`config.mk`:
```
export PLATFORM = sky130hd
export DESIGN_NAME = seg_scan_ctrl
export DESIGN_NICKNAME = d
export VERILOG_FILES = /design/src/rtl/seg_scan_ctrl.sv
export SDC_FILE = /design/constraint.sdc
export NUM_CORES = 1
export LEC_CHECK = 0
export ABC_AREA = 1
export CORE_ASPECT_RATIO = 1.2
export CORE_UTILIZATION = 55
export DETAILED_ROUTE_END_ITERATION = 10
export HOLD_SLACK_MARGIN = 0.03
export PLACE_DENSITY = 0.78
export SYNTH_ARGS = -nofsm -noshare
export SYNTH_HDL_FRONTEND = slang
export SYNTH_SLANG_ARGS = --single-unit
```
`constraint.sdc`:
```
create_clock -name clk -period 5.45 [get_ports clk]
set_input_delay 0.545 -clock clk [delete_from_list [all_inputs] [get_ports clk]]
set_output_delay 0.545 -clock clk [all_outputs]
set_load 0.1 [all_outputs]
```
`src/rtl/seg_scan_ctrl.sv`:
```
// Multiplexed seven-segment scan controller: prescaled digit scan, frame-latched
// shadow registers, PWM brightness, leading-zero suppression, registered outputs.
module seg_scan_ctrl #(
  parameter int unsigned NUM_DIGITS = 4,
  parameter int unsigned PRESCALE   = 100000,
  parameter int unsigned BRIGHT_W   = 3
) (
  input  logic                    clk,
  input  logic                    rst_n,
  input  logic                    en,
  input  logic [4*NUM_DIGITS-1:0] digits,
  input  logic [NUM_DIGITS-1:0]   dp_in,
  input  logic [NUM_DIGITS-1:0]   blank,
  input  logic                    lz_en,
  input  logic [BRIGHT_W-1:0]     bright,
  output logic [6:0]              seg,
  output logic [NUM_DIGITS-1:0]   an,
  output logic                    dp,
  output logic                    slot_tick
);

  localparam int unsigned PCW = $clog2(PRESCALE);
  localparam int unsigned SW  = $clog2(NUM_DIGITS);
  localparam int unsigned ONW = $clog2(PRESCALE + 1) + BRIGHT_W + 1;

  localparam logic [PCW-1:0] PRE_LAST = PCW'(PRESCALE - 1);
  localparam logic [SW-1:0]  SEL_LAST = SW'(NUM_DIGITS - 1);

  logic [PCW-1:0]          r_pre_cnt;
  logic [SW-1:0]           r_sel;
  logic                    r_slot_tick;
  logic [4*NUM_DIGITS-1:0] r_sh_digits;
  logic [NUM_DIGITS-1:0]   r_sh_dp;
  logic [NUM_DIGITS-1:0]   r_sh_blank;
  logic [NUM_DIGITS-1:0]   r_an;
  logic [6:0]              r_seg;
  logic                    r_dp;

  logic                    w_slot_end;
  logic                    w_frame_end;
  logic [ONW-1:0]          w_on_cycles;
  logic [NUM_DIGITS-1:0]   w_nz;
  logic [3:0]              w_nib;
  logic                    w_cur_dp;
  logic                    w_cur_blank;
  logic                    w_lz_sup;
  logic                    w_lit;
  logic [NUM_DIGITS-1:0]   w_an_nxt;
  logic [6:0]              w_seg_nxt;
  logic                    w_dp_nxt;

  function automatic logic [6:0] hex7(input logic [3:0] n);
    unique case (n)
      4'h0: hex7 = 7'b1000000;
      4'h1: hex7 = 7'b1111001;
      4'h2: hex7 = 7'b0100100;
      4'h3: hex7 = 7'b0110000;
      4'h4: hex7 = 7'b0011001;
      4'h5: hex7 = 7'b0010010;
      4'h6: hex7 = 7'b0000010;
      4'h7: hex7 = 7'b1111000;
      4'h8: hex7 = 7'b0000000;
      4'h9: hex7 = 7'b0010000;
      4'hA: hex7 = 7'b0001000;
      4'hB: hex7 = 7'b0000011;
      4'hC: hex7 = 7'b1000110;
      4'hD: hex7 = 7'b0100001;
      4'hE: hex7 = 7'b0000110;
      4'hF: hex7 = 7'b0001110;
    endcase
  endfunction

  assign w_slot_end  = en && (r_pre_cnt == PRE_LAST);
  assign w_frame_end = w_slot_end && (r_sel == SEL_LAST);

  // Product is formed at ONW bits so all-ones brightness yields exactly PRESCALE.
  assign w_on_cycles = ((ONW'(bright) + ONW'(1)) * ONW'(PRESCALE)) >> BRIGHT_W;

  always_comb begin
    w_nz = '0;
    for (int unsigned i = 0; i < NUM_DIGITS; i++) begin
      w_nz[i] = |r_sh_digits[4*i +: 4];
    end
  end

  // A digit is a leading zero when it and every more-significant nibble are zero.
  always_comb begin
    w_nib       = '0;
    w_cur_dp    = 1'b0;
    w_cur_blank = 1'b1;
    w_lz_sup    = 1'b0;
    for (int unsigned i = 0; i < NUM_DIGITS; i++) begin
      if (r_sel == SW'(i)) begin
        w_nib       = r_sh_digits[4*i +: 4];
        w_cur_dp    = r_sh_dp[i];
        w_cur_blank = r_sh_blank[i];
        w_lz_sup    = lz_en && (i != 0) && ((w_nz >> i) == '0);
      end
    end
  end

  assign w_lit = en && (ONW'(r_pre_cnt) < w_on_cycles) && !w_cur_blank && !w_lz_sup;

  always_comb begin
    w_an_nxt  = '1;
    w_seg_nxt = 7'h7F;
    w_dp_nxt  = 1'b1;
    if (w_lit) begin
      w_seg_nxt = hex7(w_nib);
      w_dp_nxt  = ~w_cur_dp;
      for (int unsigned i = 0; i < NUM_DIGITS; i++) begin
        if (r_sel == SW'(i)) begin
          w_an_nxt[i] = 1'b0;
        end
      end
    end
  end

  always_ff @(posedge clk or negedge rst_n) begin
    if (!rst_n) begin
      r_pre_cnt <= '0;
      r_sel     <= '0;
    end else if (en) begin
      r_pre_cnt <= w_slot_end ? '0 : r_pre_cnt + PCW'(1);
      if (w_slot_end) begin
        r_sel <= (r_sel == SEL_LAST) ? '0 : r_sel + SW'(1);
      end
    end
  end

  always_ff @(posedge clk or negedge rst_n) begin
    if (!rst_n) begin
      r_sh_digits <= '0;
      r_sh_dp     <= '0;
      r_sh_blank  <= '1;
    end else if (w_frame_end) begin
      r_sh_digits <= digits;
      r_sh_dp     <= dp_in;
      r_sh_blank  <= blank;
    end
  end

  always_ff @(posedge clk or negedge rst_n) begin
    if (!rst_n) begin
      r_slot_tick <= 1'b0;
      r_an        <= '1;
      r_seg       <= 7'h7F;
      r_dp        <= 1'b1;
    end else begin
      r_slot_tick <= w_slot_end;
      r_an        <= w_an_nxt;
      r_seg       <= w_seg_nxt;
      r_dp        <= w_dp_nxt;
    end
  end

  assign an        = r_an;
  assign seg       = r_seg;
  assign dp        = r_dp;
  assign slot_tick = r_slot_tick;

endmodule

```
# Word level (Yosys, flattened, before mapping)
# Memories as Yosys holds them, arrays and structs flattened.
# Cells that the tools add are included.
dict set report word_totals {
  in_bits 31
  register_bits 56
  mem_count 1
  mem_bits_ro 112
  wordCells 62
  output_inout_bits 13
}
dict set report classes {
  n_lt_le_gt_ge 1
  mux 24
  n_mul 1
  n_reduce_logical 18
  eq_ne 4
  bitwise_logic 1
  addsub 3
}
# name words word_bits read_ports rd_ports_with_merged_regs wr line_no
set memory_table {}
lappend memory_table {{(name not given)} 16 7 1 0 0 53} ;# unique case (n)
# cell n
set ops {}
lappend ops {{4-bit two-way mux} 5}
lappend ops {{17-bit by 18-bit < comparator with 1-bit output} 1}
lappend ops {{17-bit by 1-bit adder with 17-bit output (second input constant)} 1}
lappend ops {{17-bit equality test (second input constant)} 1}
lappend ops {{17-bit two-way mux} 1}
lappend ops {{4-bit by 12-bit multiplier with 16-bit output (second input constant)} 1}
lappend ops {{1-bit two-way mux} 16}
lappend ops {{4-bit zero test} 3}
lappend ops {{4-bit OR reduction} 3}
lappend ops {{1-bit logical AND} 8}
lappend ops {{7-bit two-way mux} 1}
lappend ops {{3-bit by 1-bit adder with 4-bit output (second input constant)} 1}
lappend ops {{2-bit equality test (second input constant)} 2}
lappend ops {{2-bit by 1-bit adder with 2-bit output (second input constant)} 1}
lappend ops {{2-bit by 1-bit equality test with 1-bit output (second input constant)} 1}
lappend ops {{1-bit zero test} 2}
lappend ops {{2-bit zero test} 1}
lappend ops {{2-bit two-way mux} 1}
lappend ops {{2-bit AND reduction} 1}
lappend ops {{1-bit inverter} 1}

# Depth between registers and ports, before layout
dict set report depth {
  word_depth 9
  depth_mapped 22
  ltp_nobuf 21
}

# Least setup slack after synthesis
# No wires, ideal clock.
dict set report synth_path {
  kind {input port to flip-flop}
  from {input bright[0]}
  to {register r_dp (netlist: dp)}
  setup_time_ns 0.094
  path_stages 21
  slack_ns 1.573
  path_buffers 1
  arrival_time_ns 3.783
  cell_sequence {ha_1 xnor2_1 inv_1 ha_1 ha_1 ha_1 nand2_1 nand2_1 nor2_1 nor2_1 nor2_1 o21ai_0 xor2_1 ha_1 a21oi_1 o21bai_1 nand3_1 nand2_1 nor2_1 buf_2 nand3_1}
}
dict set report synth_between {
  elab_chain_len 7
}
# element line_no
set synth_lines {}
lappend synth_lines {{start: declaration} 15} ;# input logic [BRIGHT_W-1:0] bright,
lappend synth_lines {{3-bit by 1-bit adder with 4-bit output} 77} ;# assign w_on_cycles = ((ONW'(bright) + ONW'(1)) * ONW'(PRESCALE)) >> BRIGHT_W;
lappend synth_lines {{4-bit by 12-bit multiplier with 16-bit output} 77}
lappend synth_lines {{17-bit by 18-bit < comparator with 1-bit output} 102} ;# assign w_lit = en && (ONW'(r_pre_cnt) < w_on_cycles) && !w_cur_blank && !w_lz_sup;
lappend synth_lines {{1-bit logical AND (3 in a row)} 102}
lappend synth_lines {{1-bit two-way mux} 108} ;# if (w_lit) begin
lappend synth_lines {{via w_dp_nxt} 50} ;# logic w_dp_nxt;
lappend synth_lines {{end signal: assignment} 153} ;# r_dp <= w_dp_nxt;
lappend synth_lines {{end: declaration} 37} ;# logic r_dp;
# The timed path passes the listed nets, and every way through them passes these cells.
# A chain may end at the register's enable or synchronous reset.

# Worst setup path after layout
dict set report layout_path {
  from {input bright[0]}
  to {register r_seg[3] (netlist: seg[3])}
}
dict set report layout_between {
  elab_chain_len 7
}
# element line_no
set layout_lines {}
lappend layout_lines {{3-bit by 1-bit adder with 4-bit output} 77}
lappend layout_lines {{4-bit by 12-bit multiplier with 16-bit output} 77}
lappend layout_lines {{17-bit by 18-bit < comparator with 1-bit output} 102}
lappend layout_lines {{1-bit logical AND (3 in a row)} 102}
lappend layout_lines {{7-bit two-way mux} 108}
lappend layout_lines {{via w_seg_nxt[3]} 49} ;# logic [6:0] w_seg_nxt;
lappend layout_lines {{end signal: assignment} 152} ;# r_seg <= w_seg_nxt;
lappend layout_lines {{end: declaration} 36} ;# logic [6:0] r_seg;
# The timed path passes the listed nets, and every way through them passes these cells.

==> results.md <==
- The flow ran to the end, and the final reports show no timing, DRC or antenna violations.
- The portion of the post-synthesis area used by sequential elements is 0.367.
- The floorplan has 33 rows.
- The CTS root buffer is clkbuf_8.
- The max-slew violation total from the final report is 0.
- The combined global-route utilization of all metal layers is 0.250.
- The total negative slack is 0 ps.
- The H-tree generated during clock tree synthesis spans 2 levels.
- Setup violations remaining at the end of the flow were counted as 0.
- In the layout the commonest cells are nand2_1 (145), inv_1 (58), nand3_1 (57), nor2_1 (44), ha_1 (43).
- Dividing total power by cell area gives a power density of 248 nW/µm².
- The average instance in the mapped netlist occupies 7.50 µm².
- Clock latency on the worst-skew pair, taken at its later pin, is 310 ps.
- The worst setup path is captured at a register.
- Across the routed clock network, the largest skew measured is 10.8 ps.
- For the worst flop-to-flop path, the logic depth is 11.
- Counting tap cells, the placed design contains a total of 634 instances.
- After synthesis the netlist holds a flip-flop and latch count of 56.
- The count of clock tree sinks is 56.
- The Yosys step of the flow raised 0 warnings.
- 44 I/O pins were placed.
- The number of setup buffers added after CTS is 0.
- The post-detailed-route DRC marker count is 0.
- The static leakage is 2.25 nW.
- The largest net degree at the start of global routing is 57.
- The register-to-register setup slack is 2480 ps.
- The most instantiated flip-flop cell in the synthesis netlist is dfrtp_1.
- The weighted congestion reported at the end of routability-driven placement is 0.865.
- The count of distinct cell types in the synthesized netlist is 38.
- Of the available clock period, the critical path in the final layout requires 0.884.
- The die outline area is 7380 µm².
- Static timing analysis puts the maximum clock frequency at 0.208 GHz.
- The mean number of vias per cell is 5.39.
- The clock tree from TritonCTS is done.
- IR analysis of the VDD net gives a maximum drop of 0.136 mV.
- The final antenna-violating net count is 0.
- Global routing finished with a remaining overflow of 0.
- The cell type with the largest total area after synthesis is dfrtp_1.
- Of the post-synthesis cell area, the dominant cell type holds 0.259.
- The startpoint kind of the worst setup timing path is a primary input.
- The count of non-filler cells in the finished layout is 642.
- The total clock buffers created by CTS is 5.
- The number of endpoints with negative hold slack in the final report is 0.
- The area added between synthesis and finish is 15.0%.
- The longest clock path from root to sink contains 2 buffers.
- The count of max-cap constraint violations is 0.
- The instance count of the mapped netlist is 516.
- At the end of the flow the core is filled with cells to 0.653.
- The number of resized instances in the post-cts repair step is 0.
- The half-perimeter wire length after detailed placement is 6550 µm.
- The number of port buffers is 43.
- The headroom to the max-slew limit is 0.336.
- The routed layout has 3,458 vias.
- The final layout contains routed wiring with a total length of 8340 µm.
- The first detailed-routing pass ran for 4 iterations.
- The number of antenna diodes in the final layout is 0.
- The count of flip-flops with a built-in enable after synthesis is 0.
- The detailed-route wire length per cell is 13.0 µm.
- At the worst endpoint, the required time is 5650 ps.
- The final net count is 629.
- After synthesis, the cell types taking the most area are dfrtp_1 (26%), nand2_1 (14%), ha_1 (14%).
- The fraction of layout instances using a drive strength above 1 is 0.0631.
- The cell area after synthesis is 3870 µm².
- The synthesized net count is 591.
- From bottom edge to top edge, the die measures 93.9 µm.
- Clock-pin slew was measured on the worst setup and hold paths at 100 ps.
- The initial utilization of the core area, before any placement, comes to 0.568.
- The number of antenna violations at the first check in global routing came to 0.
- The number of global-route vias before repair was 3,329.
- For the pin with the worst max-slew slack, the measured transition is 993 ps.
- The count of hold buffers inserted by post-cts repair is 0.
- The smallest clock period supported by the final layout is computed as 4820 ps.
- The startpoint-to-endpoint class of the critical path is in -> reg.
- The commonest non-fill, non-tap cell in the layout is nand2_1.
- The type of the most critical hold path is in -> async.
- The first global-routing pass estimated 14,500 µm of wire.
- Of all flip-flops after synthesis, the portion carrying an async set or reset was 1.00.
- After the first detailed-routing iteration, the DRC count stood at 189.
- The region available for standard cell placement spans 6810 µm².
- STA puts the critical path data arrival time at 5010 ps.
- Setup repair after global routing left no endpoint under its margin.
- The die is 78.6 µm wide.
- In this run the worst path has a maximum fanout of 12.
[logic make-up (layout without fill, tap and decap cells)]
kind of cell / count (synthesis) / count (layout) / synth area share
simple gates: 274 / 274 / 0.302
buf+inv: 75 / 114 / 0.0814
flops: 56 / 56 / 0.367
compound gates: 55 / 55 / 0.0782
fa+ha+maj: 44 / 44 / 0.144
xor+xnor: 12 / 12 / 0.0271
[layout make-up]
cell class	count	area, µm²
fill	603	2360
multi-input combinational	385	2130
sequential	56	1420
timing repair buffer	45	440
inverter	61	234
tap	87	109
clock buffer	5	68.8
clock inverter	3	42.5
[where the power goes]
| group | internal [W] | switching, W | leakage (nW) |
|---|---|---|---|
| clock network | 0.000136 | 0.000133 | 0.0541 |
| logic | 0.000128 | 0.000210 | 1.51 |
| registers | 0.000454 | 0.0000413 | 0.684 |
| total | 0.000718 | 0.000385 | 2.25 |
[registers in the layout, summed over array words and instances, names as in the netlist]
name,flops
seg,7
dp,1
r_sh_dp,4
r_sel,2
r_sh_digits,16
an,4
r_sh_blank,4
slot_tick,1
r_pre_cnt,17
[critical path: stages]
cell and delay [ps]:
clkdlybuf4s50_1 520, ha_1 270, xnor2_1 350, inv_1 150, ha_1 350, ha_1 300
ha_1 360, nand2_1 80, nand2_1 40, nor2_1 150, nor2_1 70, nor2_1 140
o21ai_0 130, xor2_1 170, ha_1 300, a21oi_1 130, o21bai_1 70, nand3_1 80
nand2_1 50, nor2_1 560, nand3_1 170
[cell usage after synthesis (2+ instances only)]
master      n
a21oi_1    19
a31oi_1     2
buf_2       5
buf_4       2
buf_6       2
clkbuf_1    5
dfrtp_1    40
dfstp_2    16
ha_1       43
inv_1      58
inv_2       2
nand2_1   145
nand3_1    57
nand4_1     6
nor2_1     44
nor3_1     10
nor3b_1     2
nor4_1      2
o211ai_1    4
o21ai_0    23
o22ai_1     2
xnor2_1     5
xor2_1      7
[worst paths after layout]
path / to / start
worst max-delay path: seg[3] / bright[0]
worst min-delay path: r_sh_digits[3] / rst_n
worst max register to register: seg[3] / r_sel[0]
worst min register to register: r_sh_blank[2] / r_sh_blank[2]
max in group asynchronous: r_pre_cnt[14] / rst_n
min in group clk: r_sh_blank[2] / r_sh_blank[2]
[metal layers]
metal | wire length [µm] | vias up | GRT usage
li1 | - | 1750 | -
met1 | 3480 | 1605 | 0.282
met2 | 4420 | 82 | 0.472
met3 | 233 | 21 | 0.0340
met4 | 205 | 0 | 0.0926
met5 | 0 | - | 0
[through the flow]
| stage | power (W) | hold WS, ps | cell area [µm²] | setup WS [ps] |
|---|---|---|---|---|
| floorplan | 0.000738 | 249 | 3870 | 1570 |
| global placement | 0.000828 | 450 | 4340 | 569 |
| detailed placement | 0.000840 | 461 | 4340 | 324 |
| CTS | 0.00111 | 366 | 4450 | 631 |
| global route | 0.00117 | 401 | 4450 | 302 |
| finish | 0.00110 | 346 | 4450 | 635 |
No activity file was read; power rests on OpenSTA's default activity.
